--- src/rtl/uart_tx_if.sv ---
// uart_tx_if: configuration, byte handshake and serial line between the
// register block (master) and the transmit serializer (slave).
interface uart_tx_if;
    logic       utrst;
    logic [7:0] dll;
    logic [7:0] dlh;
    logic [1:0] wls;
    logic       stb;
    logic       pen;
    logic       eps;
    logic       sp;
    logic [7:0] thr_data;
    logic       thr_valid;
    logic       tsr_load;
    logic       shift_cnt_eq;
    logic       tx_busy;
    logic       txd;
    modport master (
        output utrst, dll, dlh, wls, stb, pen, eps, sp, thr_data, thr_valid,
        input  tsr_load, shift_cnt_eq, tx_busy, txd
    );
    modport slave (
        input  utrst, dll, dlh, wls, stb, pen, eps, sp, thr_data, thr_valid,
        output tsr_load, shift_cnt_eq, tx_busy, txd
    );
endinterface

--- src/rtl/uart_tx.sv ---
// uart_tx: UART transmit serializer with divisor baud timing, 5-8 data bits,
// optional parity and 1/1.5/2 stop bits; reports load and frame-end pulses.
module uart_tx #(
    parameter int OSR = 16
) (
    input  logic     pclk,
    input  logic     presetn,
    uart_tx_if.slave tx
);
    localparam int TW = $clog2(2 * OSR);
    localparam logic [TW-1:0] T1  = TW'(OSR - 1);
    localparam logic [TW-1:0] T15 = TW'(3 * OSR / 2 - 1);
    localparam logic [TW-1:0] T2  = TW'(2 * OSR - 1);
    typedef enum logic [2:0] {IDLE, START, DATA, PARITY, STOP} state_e;
    state_e        state_q, state_d;
    logic [15:0]   div, baud_q, baud_d;
    logic [TW-1:0] tick_q, tick_d, tick_last;
    logic [2:0]    bit_q, bit_d;
    logic [7:0]    tsr_q, tsr_d, mask;
    logic [1:0]    wls_q, wls_d;
    logic          stb_q, stb_d, pen_q, pen_d, par_q, par_d, txd_q, txd_d;
    logic          tick, bit_end, last_stop, load;
    assign div       = {tx.dlh, tx.dll};
    assign tick      = state_q != IDLE && div != 16'd0 && baud_q >= div - 16'd1;
    assign tick_last = state_q != STOP ? T1 : !stb_q ? T1 : wls_q == 2'b00 ? T15 : T2;
    assign bit_end   = tick && tick_q == tick_last;
    assign last_stop = state_q == STOP && bit_end;
    assign load      = presetn && tx.utrst && tx.thr_valid && div != 16'd0 &&
                       (state_q == IDLE || last_stop);
    assign mask      = 8'hFF >> (3'd3 - {1'b0, tx.wls});
    assign tx.tsr_load     = load;
    assign tx.shift_cnt_eq = tx.utrst && last_stop;
    assign tx.tx_busy      = state_q != IDLE;
    assign tx.txd          = txd_q;
    always_comb begin
        state_d = state_q;
        baud_d  = (state_q == IDLE || tick) ? '0 : baud_q + 16'd1;
        tick_d  = (state_q == IDLE || bit_end) ? '0 : tick_q + TW'(tick);
        bit_d   = bit_q;
        tsr_d   = tsr_q;
        wls_d   = wls_q;
        stb_d   = stb_q;
        pen_d   = pen_q;
        par_d   = par_q;
        txd_d   = txd_q;
        if (bit_end) begin
            case (state_q)
                START: begin
                    state_d = DATA;
                    bit_d   = '0;
                    txd_d   = tsr_q[0];
                end
                DATA: begin
                    tsr_d = tsr_q >> 1;
                    bit_d = bit_q + 3'd1;
                    txd_d = tsr_q[1];
                    if (bit_q == {1'b0, wls_q} + 3'd4) begin
                        state_d = pen_q ? PARITY : STOP;
                        txd_d   = pen_q ? par_q : 1'b1;
                    end
                end
                PARITY: begin
                    state_d = STOP;
                    txd_d   = 1'b1;
                end
                default: begin
                    state_d = IDLE;
                    txd_d   = 1'b1;
                end
            endcase
        end
        // parity is fixed at load time so later register writes cannot disturb it
        if (load) begin
            state_d = START;
            baud_d  = '0;
            tick_d  = '0;
            bit_d   = '0;
            tsr_d   = tx.thr_data;
            wls_d   = tx.wls;
            stb_d   = tx.stb;
            pen_d   = tx.pen;
            par_d   = tx.sp ? ~tx.eps : ^(tx.thr_data & mask) ^ ~tx.eps;
            txd_d   = 1'b0;
        end
        if (!tx.utrst) begin
            state_d = IDLE;
            baud_d  = '0;
            tick_d  = '0;
            bit_d   = '0;
            txd_d   = 1'b1;
        end
    end
    always_ff @(posedge pclk or negedge presetn) begin
        if (!presetn) begin
            state_q <= IDLE;
            baud_q  <= '0;
            tick_q  <= '0;
            bit_q   <= '0;
            tsr_q   <= '0;
            wls_q   <= '0;
            stb_q   <= 1'b0;
            pen_q   <= 1'b0;
            par_q   <= 1'b0;
            txd_q   <= 1'b1;
        end else begin
            state_q <= state_d;
            baud_q  <= baud_d;
            tick_q  <= tick_d;
            bit_q   <= bit_d;
            tsr_q   <= tsr_d;
            wls_q   <= wls_d;
            stb_q   <= stb_d;
            pen_q   <= pen_d;
            par_q   <= par_d;
            txd_q   <= txd_d;
        end
    end
endmodule

--- src/flat_wrapper.sv ---
// flat-port wrapper written by rule: the top's interface ports become plain ports
module uart_tx_flat 
#(
    parameter int OSR = 16
)
  (pclk, presetn, tx_utrst, tx_dll, tx_dlh, tx_wls, tx_stb, tx_pen, tx_eps, tx_sp, tx_thr_data, tx_thr_valid, tx_tsr_load, tx_shift_cnt_eq, tx_tx_busy, tx_txd);
  uart_tx_if tx_i ();
  input  logic pclk;
  input  logic presetn;
  input wire logic [$bits(tx_i.utrst)-1:0] tx_utrst;
  input wire logic [$bits(tx_i.dll)-1:0] tx_dll;
  input wire logic [$bits(tx_i.dlh)-1:0] tx_dlh;
  input wire logic [$bits(tx_i.wls)-1:0] tx_wls;
  input wire logic [$bits(tx_i.stb)-1:0] tx_stb;
  input wire logic [$bits(tx_i.pen)-1:0] tx_pen;
  input wire logic [$bits(tx_i.eps)-1:0] tx_eps;
  input wire logic [$bits(tx_i.sp)-1:0] tx_sp;
  input wire logic [$bits(tx_i.thr_data)-1:0] tx_thr_data;
  input wire logic [$bits(tx_i.thr_valid)-1:0] tx_thr_valid;
  output wire logic [$bits(tx_i.tsr_load)-1:0] tx_tsr_load;
  output wire logic [$bits(tx_i.shift_cnt_eq)-1:0] tx_shift_cnt_eq;
  output wire logic [$bits(tx_i.tx_busy)-1:0] tx_tx_busy;
  output wire logic [$bits(tx_i.txd)-1:0] tx_txd;
  assign tx_i.utrst = tx_utrst;
  assign tx_i.dll = tx_dll;
  assign tx_i.dlh = tx_dlh;
  assign tx_i.wls = tx_wls;
  assign tx_i.stb = tx_stb;
  assign tx_i.pen = tx_pen;
  assign tx_i.eps = tx_eps;
  assign tx_i.sp = tx_sp;
  assign tx_i.thr_data = tx_thr_data;
  assign tx_i.thr_valid = tx_thr_valid;
  assign tx_tsr_load = tx_i.tsr_load;
  assign tx_shift_cnt_eq = tx_i.shift_cnt_eq;
  assign tx_tx_busy = tx_i.tx_busy;
  assign tx_txd = tx_i.txd;
  uart_tx #(.OSR(OSR)) u_core (.pclk(pclk), .presetn(presetn), .tx(tx_i));
endmodule
--- config.mk ---
export PLATFORM = sky130hd
export DESIGN_NAME = uart_tx_flat
export DESIGN_NICKNAME = d
export VERILOG_FILES = /design/src/rtl/uart_tx_if.sv /design/src/rtl/uart_tx.sv /design/src/flat_wrapper.sv
export SDC_FILE = /design/constraint.sdc
export NUM_CORES = 1
export LEC_CHECK = 0
export BUFFER_PORTS_ARGS = -buffer_cell sky130_fd_sc_hd__buf_2
export CAP_MARGIN = 40
export CELL_PAD_IN_SITES_DETAIL_PLACEMENT = 1
export CELL_PAD_IN_SITES_GLOBAL_PLACEMENT = 2
export CORE_MARGIN = 2
export CORE_UTILIZATION = 40
export DETAILED_ROUTE_END_ITERATION = 8
export PLACE_DENSITY_LB_ADDON = 0.1
export SETUP_SLACK_MARGIN = 0.4
export SYNTH_ARGS = -nofsm -noshare
export SYNTH_HDL_FRONTEND = slang
export SYNTH_SLANG_ARGS = --single-unit
export TNS_END_PERCENT = 1
--- constraint.sdc ---
create_clock -name pclk -period 8.65 [get_ports pclk]
set_input_delay 0.865 -clock pclk [delete_from_list [all_inputs] [get_ports pclk]]
set_output_delay 0.865 -clock pclk [all_outputs]
set_load 0.01 [all_outputs]
==> reports/metrics.cfg <==
[sta]
finalSetupViolations = 0
period_share_pct = 60.7
fin_tns_setup_ns = 0
relSlewSlack_pct = 47.2
whs_ns = 0.516
hold_violations = 0
tightestPinTransition_ns = 0.785
slew_violations = 0
setup_slack_ns = 3.40
finClkSkew_ns = 0.0128
min_period_ns = 5.25
rsz0062_at_grt = no
clock.fmax_mhz = 191

[synthesis]
yosys_warnings = 0
yosysUniqueCellTypes = 52
ys_seq_elements = 41
synth-edff-count = 0
syn_avg_cell_area_um2 = 9.73
ys_seq_area_share_pct = 34.7
post_synth_instance_area_mm2 = 0.00296
synth_flop_cell = dfrtp_1
synthesis.nets = 359
postSynthCellCount = 304
ys_async_sr_fraction_pct = 100

[worst_setup_path]
cp-end-kind = output pin
cp-start-kind = input pin
r2r_slack_ns = 5.72
path_class = input pin to output pin
critPathMaxFanout = 8
crit_arrival_ns = 4.38
worst-endpoint-required_ns = 7.79

[route]
via_count = 2282
dr.pass1.iters = 4
routed_wl_mm = 6.46
drt_iter0_drc = 43
drc = 0
wl_per_cell_um = 14.6
via_per_inst = 5.17
ant_nets = 0

[global_route]
use_met2_pct = 31.4
first_global_vias = 2407
grtUsageMet3_pct = 3.19
grt_use_met1_pct = 20.9
grt-busiest-layer = met2
grt_antenna_before_repair = 0
grt_pass1_wl_mm = 11.5
grt_overflow = 0
grtUsageTotal_pct = 17.5
grt_max_degree = 43

[final_layout]
nets = 396
finalNonFillerCells = 441
final_area_mm2 = 0.00334
syn_to_final_growth_pct = 12.9
fillers = 867
layout-drive-gt1-share_pct = 21.9
n_antenna_cell = 0

[clocking]
cts_setup_buffers = 0
cts_sinks = 41
cts_resized = 0
cts_root_buf = clkbuf_8
numCtsBuffers = 5
cts_buffer_depth = 2
htreeDepth = 2
insertion_delay_ns = 0.29
clkTransAtPathRegs_ns = 0.08
postCtsHoldBufs = 0
cts_tree = built

[run]
cap_violations = 0

[die]
die_w_um = 90.0
design.die.area_mm2 = 0.00810
rows = 31
start_util_pct = 41.0
core_area_mm2 = 0.00721
die_y_um = 90.0
io_pins = 38

[placed_design]
numPortBuffers = 37
place_hpwl_mm = 5.10
post-place-ws_ns = 3.35
gp_congestion = 0.805
dpl_cell_area_mm2 = 0.00323
dp_cells = 433

[power_and_ir_drop]
peakVddDrop_uv = 83.0
powerDensity_mw_per_mm2 = 135
p_leak_uw = 0.00147

[min_path]
hp-class = flip-flop to flip-flop

[run_status]
outcome = completed

==> layout make-up <==
class                      instances  area [um^2]  area share, %
multi-input combinational        243         1840           55.2
tap                               99          124           3.71
timing repair buffer              38          193           5.77
sequential                        41         1030           30.8
inverter                          12         45.0           1.35
clock buffer                       6         72.6           2.17
clock inverter                     2         35.0           1.05
==> through the flow <==
step,util [%],total power (uW)
final,46.3,450
after global routing,46.3,478
after detailed placement,44.8,305
after CTS,46.3,461
after floorplan,-,275
after global placement,44.8,303
==> path summary, 6_finish.rpt <==
| check | cells past startpoint | from | to |
|---|---|---|---|
| min in group asynchronous | 2 | presetn | u_core.tick_q[2] |
| max | 16 | tx_dll[0] | tx_shift_cnt_eq |
| min | 1 | u_core.par_q | u_core.par_q |
| max reg2reg | 12 | u_core.baud_q[0] | u_core.tick_q[4] |
| max in group asynchronous | 2 | presetn | u_core.baud_q[14] |
| min reg2reg | 1 | u_core.par_q | u_core.par_q |
==> per-layer routing <==
metal | share of wire [%] | wire, um
met3 | 3.3 | 212
met2 | 50 | 3250
met5 | 0 | 0
met4 | 2.2 | 140
met1 | 44 | 2850
==> Yosys cell counts, drive strengths merged, types with 8 or more instances <==
cell	number	area, um^2
ha	21	263
inv	12	45.0
xor2	16	140
nor2	35	139
nand2	22	82.6
mux2	21	270
o21ai	8	40.0
nand3	22	123
xnor2	24	210
a21oi	9	45.0
nor3	10	66.3
dfrtp	40	1000
==> cell families (layout without fill, tap and decap cells) <==
kind of cell / count (synthesis) / in the layout / share of synthesized area (%)
xor+xnor: 40 / 40 / 11.8
mux: 24 / 24 / 10.2
flops: 41 / 41 / 34.7
buf+inv: 20 / 58 / 2.96
fa+ha+maj: 21 / 21 / 8.89
simple gates: 125 / 125 / 23.8
compound gates: 33 / 33 / 7.62
==> where the power goes <==
part / internal, uW / switching (uW) / total, uW
Sequential: 207 / 13.4 / 221
Combinational: 44.5 / 34.4 / 78.9
Clock: 85.7 / 65.0 / 151
==> registers in the layout (all words and copies together) (netlist names) <==
register,count
u_core.baud_q,16
u_core.tsr_q,8
u_core.tick_q,5
u_core.bit_q,3
u_core.state_q,3
u_core.wls_q,2
u_core.par_q,1
u_core.pen_q,1
u_core.stb_q,1
u_core.tx.txd,1
==> layout by cell type (no fill, tap or decap), types with 6 or more instances in the layout <==
cell type  count
dfrtp_1       40
buf_2         37
nor2_1        34
xnor2_1       24
nand2_1       22
nand3_1       21
ha_1          21
xor2_1        16
inv_1         12
a21oi_1        9
mux2_4         9
nor3_1         8
o21ai_0        8
mux2_2         7
and3_1         6
==> worst max-delay path: stages <==
cell,delay (ns)
buf_2,0.10
inv_1,0.07
ha_1,0.18
or3b_1,0.44
nor3_4,0.26
nand2_1,0.12
nor4_1,0.24
xnor2_1,0.12
ha_1,0.32
nand4_1,0.13
nor3_2,0.23
or4b_4,0.50
nand4_4,0.17
nand3_1,0.15
nor4_1,0.29
buf_2,0.19
Note: power is estimated with default switching activity, not from simulation.
